`config.mk`:
```
export PLATFORM = sky130hd
export DESIGN_NAME = lcd_write_driver_flat
export DESIGN_NICKNAME = d
export VERILOG_FILES = /design/src/rtl/lcd_write_driver_if.sv /design/src/rtl/lcd_write_driver.sv /design/src/flat_wrapper.sv
export SDC_FILE = /design/constraint.sdc
export NUM_CORES = 1
export LEC_CHECK = 0
export ABC_AREA = 1
export BUFFER_PORTS_ARGS = -buffer_cell sky130_fd_sc_hd__buf_2
export CORE_ASPECT_RATIO = 1.4
export CORE_UTILIZATION = 55
export DETAILED_ROUTE_END_ITERATION = 16
export PLACE_DENSITY_LB_ADDON = 0.1
export SETUP_SLACK_MARGIN = 0.5
export SYNTH_ARGS = -nofsm -noshare
export SYNTH_HDL_FRONTEND = slang
export SYNTH_SLANG_ARGS = --single-unit
```
`constraint.sdc`:
```
create_clock -name i_clk -period 2.69 [get_ports i_clk]
set_input_delay 0.4035 -clock i_clk [delete_from_list [all_inputs] [get_ports i_clk]]
set_output_delay 0.4035 -clock i_clk [all_outputs]
set_load 0.1 [all_outputs]
```
`src/rtl/lcd_write_driver_if.sv`:
```
// ============================================================================
// lcd_write_driver_if : write-request handshake between requester and engine
// Rev 1.0
// ============================================================================
`default_nettype none

interface lcd_write_driver_if;
  logic       i_wr_vld;
  logic       i_wr_rs;
  logic [7:0] i_wr_data;
  logic       o_wr_rdy;
  logic       o_busy;

  modport master (
    output i_wr_vld, i_wr_rs, i_wr_data,
    input  o_wr_rdy, o_busy
  );

  modport slave (
    input  i_wr_vld, i_wr_rs, i_wr_data,
    output o_wr_rdy, o_busy
  );
endinterface

`default_nettype wire

```
`src/rtl/lcd_write_driver.sv`:
```
// ============================================================================
// lcd_write_driver : HD44780 write engine (setup / EN pulse / hold / exec wait)
// Optional macro LCD_INIT_EN: power-on 0x38,0x0C,0x01,0x06 init sequence.
// Rev 1.0
// ============================================================================
`default_nettype none

module lcd_write_driver #(
  parameter int T_SETUP_CYC = 2,
  parameter int T_EN_CYC    = 12,
  parameter int T_HOLD_CYC  = 2,
  parameter int T_EXEC_CYC  = 2000,
  parameter int T_CLR_CYC   = 80000
) (
  input  logic              i_clk,
  input  logic              i_reset,
  lcd_write_driver_if.slave bus,
  output logic [7:0]        o_lcd_data,
  output logic              o_lcd_rs,
  output logic              o_lcd_rw,
  output logic              o_lcd_en,
  output logic              o_lcd_on
);

  localparam int C_MAX_A = (T_SETUP_CYC > T_EN_CYC) ? T_SETUP_CYC : T_EN_CYC;
  localparam int C_MAX_B = (T_HOLD_CYC > T_EXEC_CYC) ? T_HOLD_CYC : T_EXEC_CYC;
  localparam int C_MAX_C = (C_MAX_A > C_MAX_B) ? C_MAX_A : C_MAX_B;
  localparam int C_MAX   = (C_MAX_C > T_CLR_CYC) ? C_MAX_C : T_CLR_CYC;
  localparam int C_CW    = $clog2(C_MAX) + 1;

  localparam logic [C_CW-1:0] C_ONE      = C_CW'(1);
  localparam logic [C_CW-1:0] C_SETUP_LD = C_CW'(T_SETUP_CYC - 1);
  localparam logic [C_CW-1:0] C_EN_LD    = C_CW'(T_EN_CYC - 1);
  localparam logic [C_CW-1:0] C_HOLD_LD  = C_CW'(T_HOLD_CYC - 1);
  localparam logic [C_CW-1:0] C_EXEC_LD  = C_CW'(T_EXEC_CYC - 1);
  localparam logic [C_CW-1:0] C_CLR_LD   = C_CW'(T_CLR_CYC - 1);

`ifdef LCD_INIT_EN
  typedef enum logic [2:0] {
    S_IDLE  = 3'd0,
    S_SETUP = 3'd1,
    S_PULSE = 3'd2,
    S_HOLD  = 3'd3,
    S_WAIT  = 3'd4,
    S_INIT  = 3'd5
  } state_t;
  localparam state_t C_RST_STATE = S_INIT;
  localparam logic   C_RST_RDY   = 1'b0;

  function automatic logic [7:0] init_byte(input logic [1:0] idx);
    case (idx)
      2'd0:    init_byte = 8'h38;
      2'd1:    init_byte = 8'h0C;
      2'd2:    init_byte = 8'h01;
      default: init_byte = 8'h06;
    endcase
  endfunction
`else
  typedef enum logic [2:0] {
    S_IDLE  = 3'd0,
    S_SETUP = 3'd1,
    S_PULSE = 3'd2,
    S_HOLD  = 3'd3,
    S_WAIT  = 3'd4
  } state_t;
  localparam state_t C_RST_STATE = S_IDLE;
  localparam logic   C_RST_RDY   = 1'b1;
`endif

  state_t          r_state;
  logic [C_CW-1:0] r_cnt;
  logic            r_long;
  logic            r_rdy;
  logic [7:0]      r_lcd_data;
  logic            r_lcd_rs;
  logic            r_lcd_en;
  logic            r_lcd_on;
`ifdef LCD_INIT_EN
  logic [2:0]      r_init_cnt;
`endif

  logic            w_load;
  logic            w_ld_rs;
  logic [7:0]      w_ld_data;
  logic            w_ld_long;
  logic            w_more_init;
  logic            w_cnt_zero;

  // Source of the next byte: init table while it still has entries, else requester.
  always_comb begin
    w_ld_rs     = bus.i_wr_rs;
    w_ld_data   = bus.i_wr_data;
    w_more_init = 1'b0;
`ifdef LCD_INIT_EN
    w_more_init = (r_init_cnt != 3'd4);
    if (w_more_init) begin
      w_ld_rs   = 1'b0;
      w_ld_data = init_byte(r_init_cnt[1:0]);
    end
`endif
    w_ld_long  = !w_ld_rs && (w_ld_data[7:2] == 6'd0) && (w_ld_data[1:0] != 2'd0);
    w_cnt_zero = (r_cnt == '0);
    case (r_state)
      S_IDLE:  w_load = bus.i_wr_vld;
      // init bytes chain straight from one WAIT into the next SETUP
      S_WAIT:  w_load = w_cnt_zero && w_more_init;
`ifdef LCD_INIT_EN
      S_INIT:  w_load = 1'b1;
`endif
      default: w_load = 1'b0;
    endcase
  end

  always_ff @(posedge i_clk or posedge i_reset) begin
    if (i_reset) begin
      r_state    <= C_RST_STATE;
      r_cnt      <= '0;
      r_long     <= 1'b0;
      r_rdy      <= C_RST_RDY;
      r_lcd_data <= 8'h00;
      r_lcd_rs   <= 1'b0;
      r_lcd_en   <= 1'b0;
      r_lcd_on   <= 1'b0;
`ifdef LCD_INIT_EN
      r_init_cnt <= 3'd0;
`endif
    end else begin
      r_lcd_on <= 1'b1;
      if (w_load) begin
        r_state    <= S_SETUP;
        r_cnt      <= C_SETUP_LD;
        r_lcd_rs   <= w_ld_rs;
        r_lcd_data <= w_ld_data;
        r_long     <= w_ld_long;
        r_rdy      <= 1'b0;
`ifdef LCD_INIT_EN
        if (w_more_init) r_init_cnt <= r_init_cnt + 3'd1;
`endif
      end else begin
        case (r_state)
          S_IDLE: ;
          S_SETUP: begin
            if (w_cnt_zero) begin
              r_state  <= S_PULSE;
              r_cnt    <= C_EN_LD;
              r_lcd_en <= 1'b1;
            end else begin
              r_cnt <= r_cnt - C_ONE;
            end
          end
          S_PULSE: begin
            if (w_cnt_zero) begin
              r_state  <= S_HOLD;
              r_cnt    <= C_HOLD_LD;
              r_lcd_en <= 1'b0;
            end else begin
              r_cnt <= r_cnt - C_ONE;
            end
          end
          S_HOLD: begin
            if (w_cnt_zero) begin
              r_state <= S_WAIT;
              r_cnt   <= r_long ? C_CLR_LD : C_EXEC_LD;
            end else begin
              r_cnt <= r_cnt - C_ONE;
            end
          end
          S_WAIT: begin
            if (w_cnt_zero) begin
              r_state <= S_IDLE;
              r_rdy   <= 1'b1;
            end else begin
              r_cnt <= r_cnt - C_ONE;
            end
          end
          default: r_state <= S_IDLE;
        endcase
      end
    end
  end

  assign bus.o_wr_rdy = r_rdy;
  assign bus.o_busy   = ~r_rdy;
  assign o_lcd_data   = r_lcd_data;
  assign o_lcd_rs     = r_lcd_rs;
  assign o_lcd_rw     = 1'b0;
  assign o_lcd_en     = r_lcd_en;
  assign o_lcd_on     = r_lcd_on;

endmodule

`default_nettype wire

```
`src/flat_wrapper.sv`:
```
// flat-port wrapper written by rule: the top's interface ports become plain ports
module lcd_write_driver_flat 
#(
  parameter int T_SETUP_CYC = 2,
  parameter int T_EN_CYC    = 12,
  parameter int T_HOLD_CYC  = 2,
  parameter int T_EXEC_CYC  = 2000,
  parameter int T_CLR_CYC   = 80000
)
  (i_clk, i_reset, o_lcd_data, o_lcd_rs, o_lcd_rw, o_lcd_en, o_lcd_on, bus_i_wr_vld, bus_i_wr_rs, bus_i_wr_data, bus_o_wr_rdy, bus_o_busy);
  lcd_write_driver_if bus_i ();
  input  logic i_clk;
  input  logic i_reset;
  output logic [7:0] o_lcd_data;
  output logic o_lcd_rs;
  output logic o_lcd_rw;
  output logic o_lcd_en;
  output logic o_lcd_on;
  input wire logic [$bits(bus_i.i_wr_vld)-1:0] bus_i_wr_vld;
  input wire logic [$bits(bus_i.i_wr_rs)-1:0] bus_i_wr_rs;
  input wire logic [$bits(bus_i.i_wr_data)-1:0] bus_i_wr_data;
  output wire logic [$bits(bus_i.o_wr_rdy)-1:0] bus_o_wr_rdy;
  output wire logic [$bits(bus_i.o_busy)-1:0] bus_o_busy;
  assign bus_i.i_wr_vld = bus_i_wr_vld;
  assign bus_i.i_wr_rs = bus_i_wr_rs;
  assign bus_i.i_wr_data = bus_i_wr_data;
  assign bus_o_wr_rdy = bus_i.o_wr_rdy;
  assign bus_o_busy = bus_i.o_busy;
  lcd_write_driver #(.T_SETUP_CYC(T_SETUP_CYC), .T_EN_CYC(T_EN_CYC), .T_HOLD_CYC(T_HOLD_CYC), .T_EXEC_CYC(T_EXEC_CYC), .T_CLR_CYC(T_CLR_CYC)) u_core (.i_clk(i_clk), .i_reset(i_reset), .bus(bus_i), .o_lcd_data(o_lcd_data), .o_lcd_rs(o_lcd_rs), .o_lcd_rw(o_lcd_rw), .o_lcd_en(o_lcd_en), .o_lcd_on(o_lcd_on));
endmodule
```
==> results.toml, run 1 <==
[critical_path]
worstPathMaxFanout = 7
end_kind = "flop"
crit_path_frequent_cell = "nand2_1"
crit_arrival_ns = 2.16
slowest_delay_ns = 0.42
critPathLaunchType = "flop"
slowest_stage = "dfrtp_1"
path_cells = "inv_1 > ha_1 > nand2_2 > nor2_8 > nand3_2 > nor2_4 > nand2_1 > nand2_4 > nand2_1 > nand2_1 > nand2_1"
cp_data_required_time_ns = 2.86
critical_path_class = "flop to flop"

[clock_tree]
cts_sinks = 34
clk_pin_slew_ns = 0.08
cts_root_buffer = "clkbuf_8"
cts_tree = "built"
cts_hold_buffers = 0
cts_buffers = 5
clock_latency_ns = 0.29
clock_path_buffers = 2
htreeDepth = 2

[synth]
synth-edff-count = 0
synthCells = 283
synth_seq_area_share = 0.410
ys_warn_count = 0
synthFlopType = "dfrtp_1"
async_reset_ff_frac = 1.00
netlist.area_leader.share = 0.398
syn-cell-area_um2 = 2080
synth_area_leader_cell = "dfrtp_1"
ys_types = 34
syn_area_per_cell_um2 = 7.34
ys_top_cells_by_area = "dfrtp_1 40%, nand2_1 16%, nor2_1 5.8%"
syn-num-nets = 296
ys_ff_latch = 34

[timing]
tns_ns = 0
fmax_ghz = 0.504
min_period_ns = 1.99
finalCritPeriodShare = 0.738
holdWs_ns = 0.211
setup_slack_ns = 0.705
skew_ns = 0.0100
setup_viol = 0
worst_slew_pin_slew_ns = 0.715
rsz0062_at_grt = "false"
hold_viol = 0
maxSlewHeadroom = 0.523
drv_slew = 0

[power_and_ir_drop]
worst_ir_drop_vdd_mv = 0.424
power.switching_mw = 0.224
power_density_nw_per_um2 = 400
sw_frac_of_total = 0.235
pwr-share-clk = 0.427
p_leak_nw = 1.27
intPower_mw = 0.730
seqPwrFrac = 0.536
comb_power_share = 0.036

[global_route]
grt-ovfl-total = 0
grt_start_max_net_pins = 21
antenna_found_initial = 0
grt_pass1_vias = 1651
grt_pass1_wl_um = 7110
grt.total_usage = 0.251

[floorplanning]
die_h_um = 74.7
coreArea_um2 = 3640
die-width_um = 53.9
rows = 26
die-area_um2 = 4030
pin_count = 26
initial_core_util = 0.570

[routing]
drt-total-wl_um = 4520
top_layer = "met4"
wl_met1_um = 1890
drc = 0
wl_met2_um = 2370
postRouteAntennaNets = 0
drt_iter0_drc = 40
firstDrtPassIters = 4
routedWlPerCell_um = 12.6
vias = 1878
post_drt_via_cell_ratio = 5.23
wl_met3_um = 131

[cells_and_area]
syn_to_final_growth_pct = 14.8
antennaDiodeCount = 0
final_nets = 329
finalInstanceArea_um2 = 2380
drive_gt1_frac = 0.186

[placement]
port_buffers = 24
hpwlAfterDp_um = 3550
place_congestion = 0.858
pre_cts_ws_ns = 0.552
post_dp_cell_area_um2 = 2240

[flow_run]
maxCapViolations = 0

[worst_hold_path]
hold_path.class = "primary input to asynchronous set/reset pin"

[run_status]
status = "completed"
[worst paths after layout]
check / from / endpoint / slack, ns / cells after the start
max in group asynchronous: i_reset / u_core.r_cnt[14] / 1.79 / 3
max reg2reg: u_core.r_cnt[0] / u_core.r_state[1] / 0.70 / 11
min in group i_clk: bus_i_wr_data[6] / u_core.o_lcd_data[6] / 0.32 / 3
min reg2reg: u_core.o_lcd_data[3] / u_core.o_lcd_data[3] / 0.48 / 2
max: u_core.r_cnt[0] / u_core.r_state[1] / 0.70 / 11
min: i_reset / u_core.o_lcd_data[1] / 0.21 / 2
[state kept, by name, indices dropped and copies added, names as in the netlist]
name	count
u_core.o_lcd_on	1
u_core.o_lcd_en	1
u_core.o_lcd_rs	1
u_core.r_state	3
u_core.r_cnt	18
u_core.o_lcd_data	8
u_core.bus.o_wr_rdy	1
u_core.r_long	1
[cells by family after synthesis]
kind of cell    Yosys count  synth area share
compound gates           36            0.0994
xor+xnor                 12            0.0506
fa+ha+maj                 1           0.00602
buf+inv                  37            0.0723
flops                    34             0.410
other cells               2           0.00362
simple gates            161             0.358
[power by group through the flow]
stage	registers, mW	logic (mW)	clock network (mW)
finish	0.512	0.0345	0.408
detailed placement	0.522	0.0357	0
CTS	0.512	0.0356	0.418
floorplan	0.527	0.0167	0
global placement	0.522	0.0347	0
global route	0.512	0.0385	0.437
[critical path, delay by kind of cell (launching register included)]
kind	cells	cell delay, ns
AND/OR/NAND/NOR	9	1.10
buffers and inverters	1	0.10
flip-flops	1	0.42
adder cells (fa/ha/maj)	1	0.24
[area by class of cell]
type	instances	area, um^2
Multi-Input combinational cell	212	1080
Sequential cell	34	852
Fill cell	347	1260
Timing Repair Buffer	29	170
Clock buffer	6	82.6
Clock inverter	2	16.3
Inverter	34	128
Tap cell	42	52.6
[stage by stage]
step,utilization,power [mW],cells
3_5_place_dp,0.615,0.557,348
5_1_grt,0.654,0.987,359
3_3_place_gp,0.615,0.556,348
4_1_cts,0.643,0.965,356
6_report,0.654,0.954,359
2_1_floorplan,-,0.544,283
[metal layers]
metal / GRT usage / up-vias
li1: - / 967
met1: 0.275 / 848
met2: 0.438 / 49
met3: 0.0566 / 14
met4: 0.135 / 0
met5: 0 / -
[synthesized netlist by cell type (all sizes together) (2+ instances only)]
library cell and count:
conb 2, dfrtp 33, a21oi 2, inv 34, buf 2, nand3 17, o21bai 2, nand2 95
nor2 40, nor4 2, o21ai 28, xnor2 3, o221ai 2, xor2 9, nand4 4
[timing repair]
item | in CTS | in global routing
setup endpoints to repair | 0 | 19
setup buffers | 0 | 3
hold endpoints to repair | 0 | 0
gates resized for setup | 0 | 2
[cell usage in the layout (no fill, tap or decap), drive strengths merged]
master / instances
clkbuf: 6
dfstp: 1
nand4: 4
clkinvlp: 1
a21oi: 2
nor3: 1
xor2: 9
buf: 29
nand3b: 1
inv: 35
dfrtp: 33
o21bai: 2
nor4: 2
xnor2: 3
o22ai: 1
nor2: 40
a31oi: 1
nand2: 95
o221ai: 2
nand3: 17
ha: 1
and2: 1
o21ai: 28
conb: 2
Note: power is estimated with default switching activity, not from simulation.
==> run 2, diff against run 1 <==
==> constraint.sdc (replaced) <==
create_clock -name i_clk -period 1.9 [get_ports i_clk]
set_input_delay 0.285 -clock i_clk [delete_from_list [all_inputs] [get_ports i_clk]]
set_output_delay 0.285 -clock i_clk [all_outputs]
set_load 0.1 [all_outputs]
==> results.toml, run 2 (same netlist as run 1, synthesis figures left out) <==
[global_route]
grt_pass1_wl_um = 8420
grt.total_usage = 0.292
grt_pass1_vias = 1962
grt_start_max_net_pins = 35
antenna_found_initial = 0
grt-ovfl-total = 0

[clock_tree]
clk_pin_slew_ns = 0.07
cts_root_buffer = "clkbuf_8"
cts_sinks = 34
cts_buffers = 5
clock_path_buffers = 2
htreeDepth = 2
cts_hold_buffers = 0
cts_tree = "built"
clock_latency_ns = 0.29

[routing]
postRouteAntennaNets = 0
post_drt_via_cell_ratio = 5.28
firstDrtPassIters = 4
drc = 0
routedWlPerCell_um = 14.0
drt-total-wl_um = 5460
drt_iter0_drc = 61
vias = 2065

[critical_path]
worstPathMaxFanout = 4
crit_arrival_ns = 1.90
slowest_delay_ns = 0.41
slowest_stage = "dfrtp_1"
cp_data_required_time_ns = 2.08
critical_path_class = "flop to flop"
critPathLaunchType = "flop"
end_kind = "flop"
path_cells = "inv_2 > ha_4 > nand2_4 > nor2_8 > nand3_4 > o21ai_4 > buf_6 > o21bai_1 > inv_1 > a21oi_2"

[power_and_ir_drop]
worst_ir_drop_vdd_mv = 0.450
power_density_nw_per_um2 = 475
p_leak_nw = 1.44

[timing]
skew_ns = 0.00486
setup_viol = 0
fmax_ghz = 0.582
hold_viol = 0
setup_slack_ns = 0.182
min_period_ns = 1.72
tns_ns = 0
drv_slew = 0
finalCritPeriodShare = 0.904
rsz0062_at_grt = "true"

[cells_and_area]
final_common_cell = "nand2_1"
layout_common_cells = "81 x nand2_1, 33 x buf_4, 29 x dfrtp_1"
largest_reg_flops = 18
antennaDiodeCount = 0
final_nets = 361
drive_gt1_frac = 0.355
syn_to_final_growth_pct = 34.5
n_fill_cell = 269
regMostFlops = "u_core.r_cnt"

[floorplanning]
die-width_um = 53.9
pin_count = 26
die-area_um2 = 4030
rows = 26
initial_core_util = 0.570
die_h_um = 74.7
coreArea_um2 = 3640

[flow_run]
maxCapViolations = 0

[placement]
port_buffers = 24
pre_cts_ws_ns = 0.0553
place_congestion = 0.910
hpwlAfterDp_um = 3560

[run_status]
status = "completed"

[worst_hold_path]
hold_path.class = "primary input to asynchronous set/reset pin"
## run 2: final timing paths
check | startpoint | depth (start not counted) | slack [ns] | endpoint
min | i_reset | 3 | 0.08 | u_core.o_lcd_data[0]
max | u_core.r_cnt[1] | 10 | 0.18 | u_core.r_cnt[16]
max reg2reg | u_core.r_cnt[1] | 10 | 0.18 | u_core.r_cnt[16]
max in group asynchronous | i_reset | 3 | 1.49 | u_core.r_cnt[12]
min in group i_clk | bus_i_wr_data[6] | 3 | 0.21 | u_core.o_lcd_data[6]
min reg2reg | u_core.o_lcd_data[5] | 2 | 0.48 | u_core.o_lcd_data[5]
## run 2: worst max-delay path, delay by kind of cell (launching register included)
| kind | cells | cell delay [ns] |
|---|---|---|
| compound gates | 3 | 0.40 |
| fa+ha+maj | 1 | 0.16 |
| buf+inv | 3 | 0.33 |
| flops | 1 | 0.41 |
| simple gates | 3 | 0.31 |
## run 2: per-layer routing
metal  GRT usage  vias up  part of all wire
met5           0        -                 0
li1            -     1027                 -
met2       0.514       68              0.54
met4       0.173        0             0.032
met1       0.312      953              0.39
met3      0.0606       17             0.041
## run 2: timing repair
item	in CTS	in global routing
setup endpoints to repair	26	26
buffers inserted	19	8
pin swaps	13	15
cloned	1	0
endpoints found under the hold margin	0	0
gates resized for setup	32	24
## run 2: final cells by class
cell class	count	area [um^2]	share of cell area
sequential	34	861	0.308
multi-input combinational	212	1220	0.435
inverter	34	139	0.0497
clock buffer	7	86.3	0.0309
clock inverter	1	5.00	0.00179
tap	42	52.6	0.0188
timing repair buffer	61	434	0.155
## run 2: power breakdown
group	total, mW	switching [mW]	internal [mW]
clock	0.554	0.261	0.292
sequential	0.725	0.000163	0.725
combinational	0.0491	0.0376	0.0115
## run 2: per-stage QoR
stage / instance area, um^2 / hold slack [ns] / cells / power, mW / util
after floorplan: 2110 / 0.395 / 283 / 0.770 / -
after global placement: 2330 / 0.399 / 355 / 0.788 / 0.639
after detailed placement: 2330 / 0.409 / 355 / 0.789 / 0.639
after CTS: 2650 / 0.0996 / 383 / 1.33 / 0.727
after global routing: 2790 / 0.134 / 391 / 1.37 / 0.767
final: 2790 / 0.0763 / 391 / 1.33 / 0.767
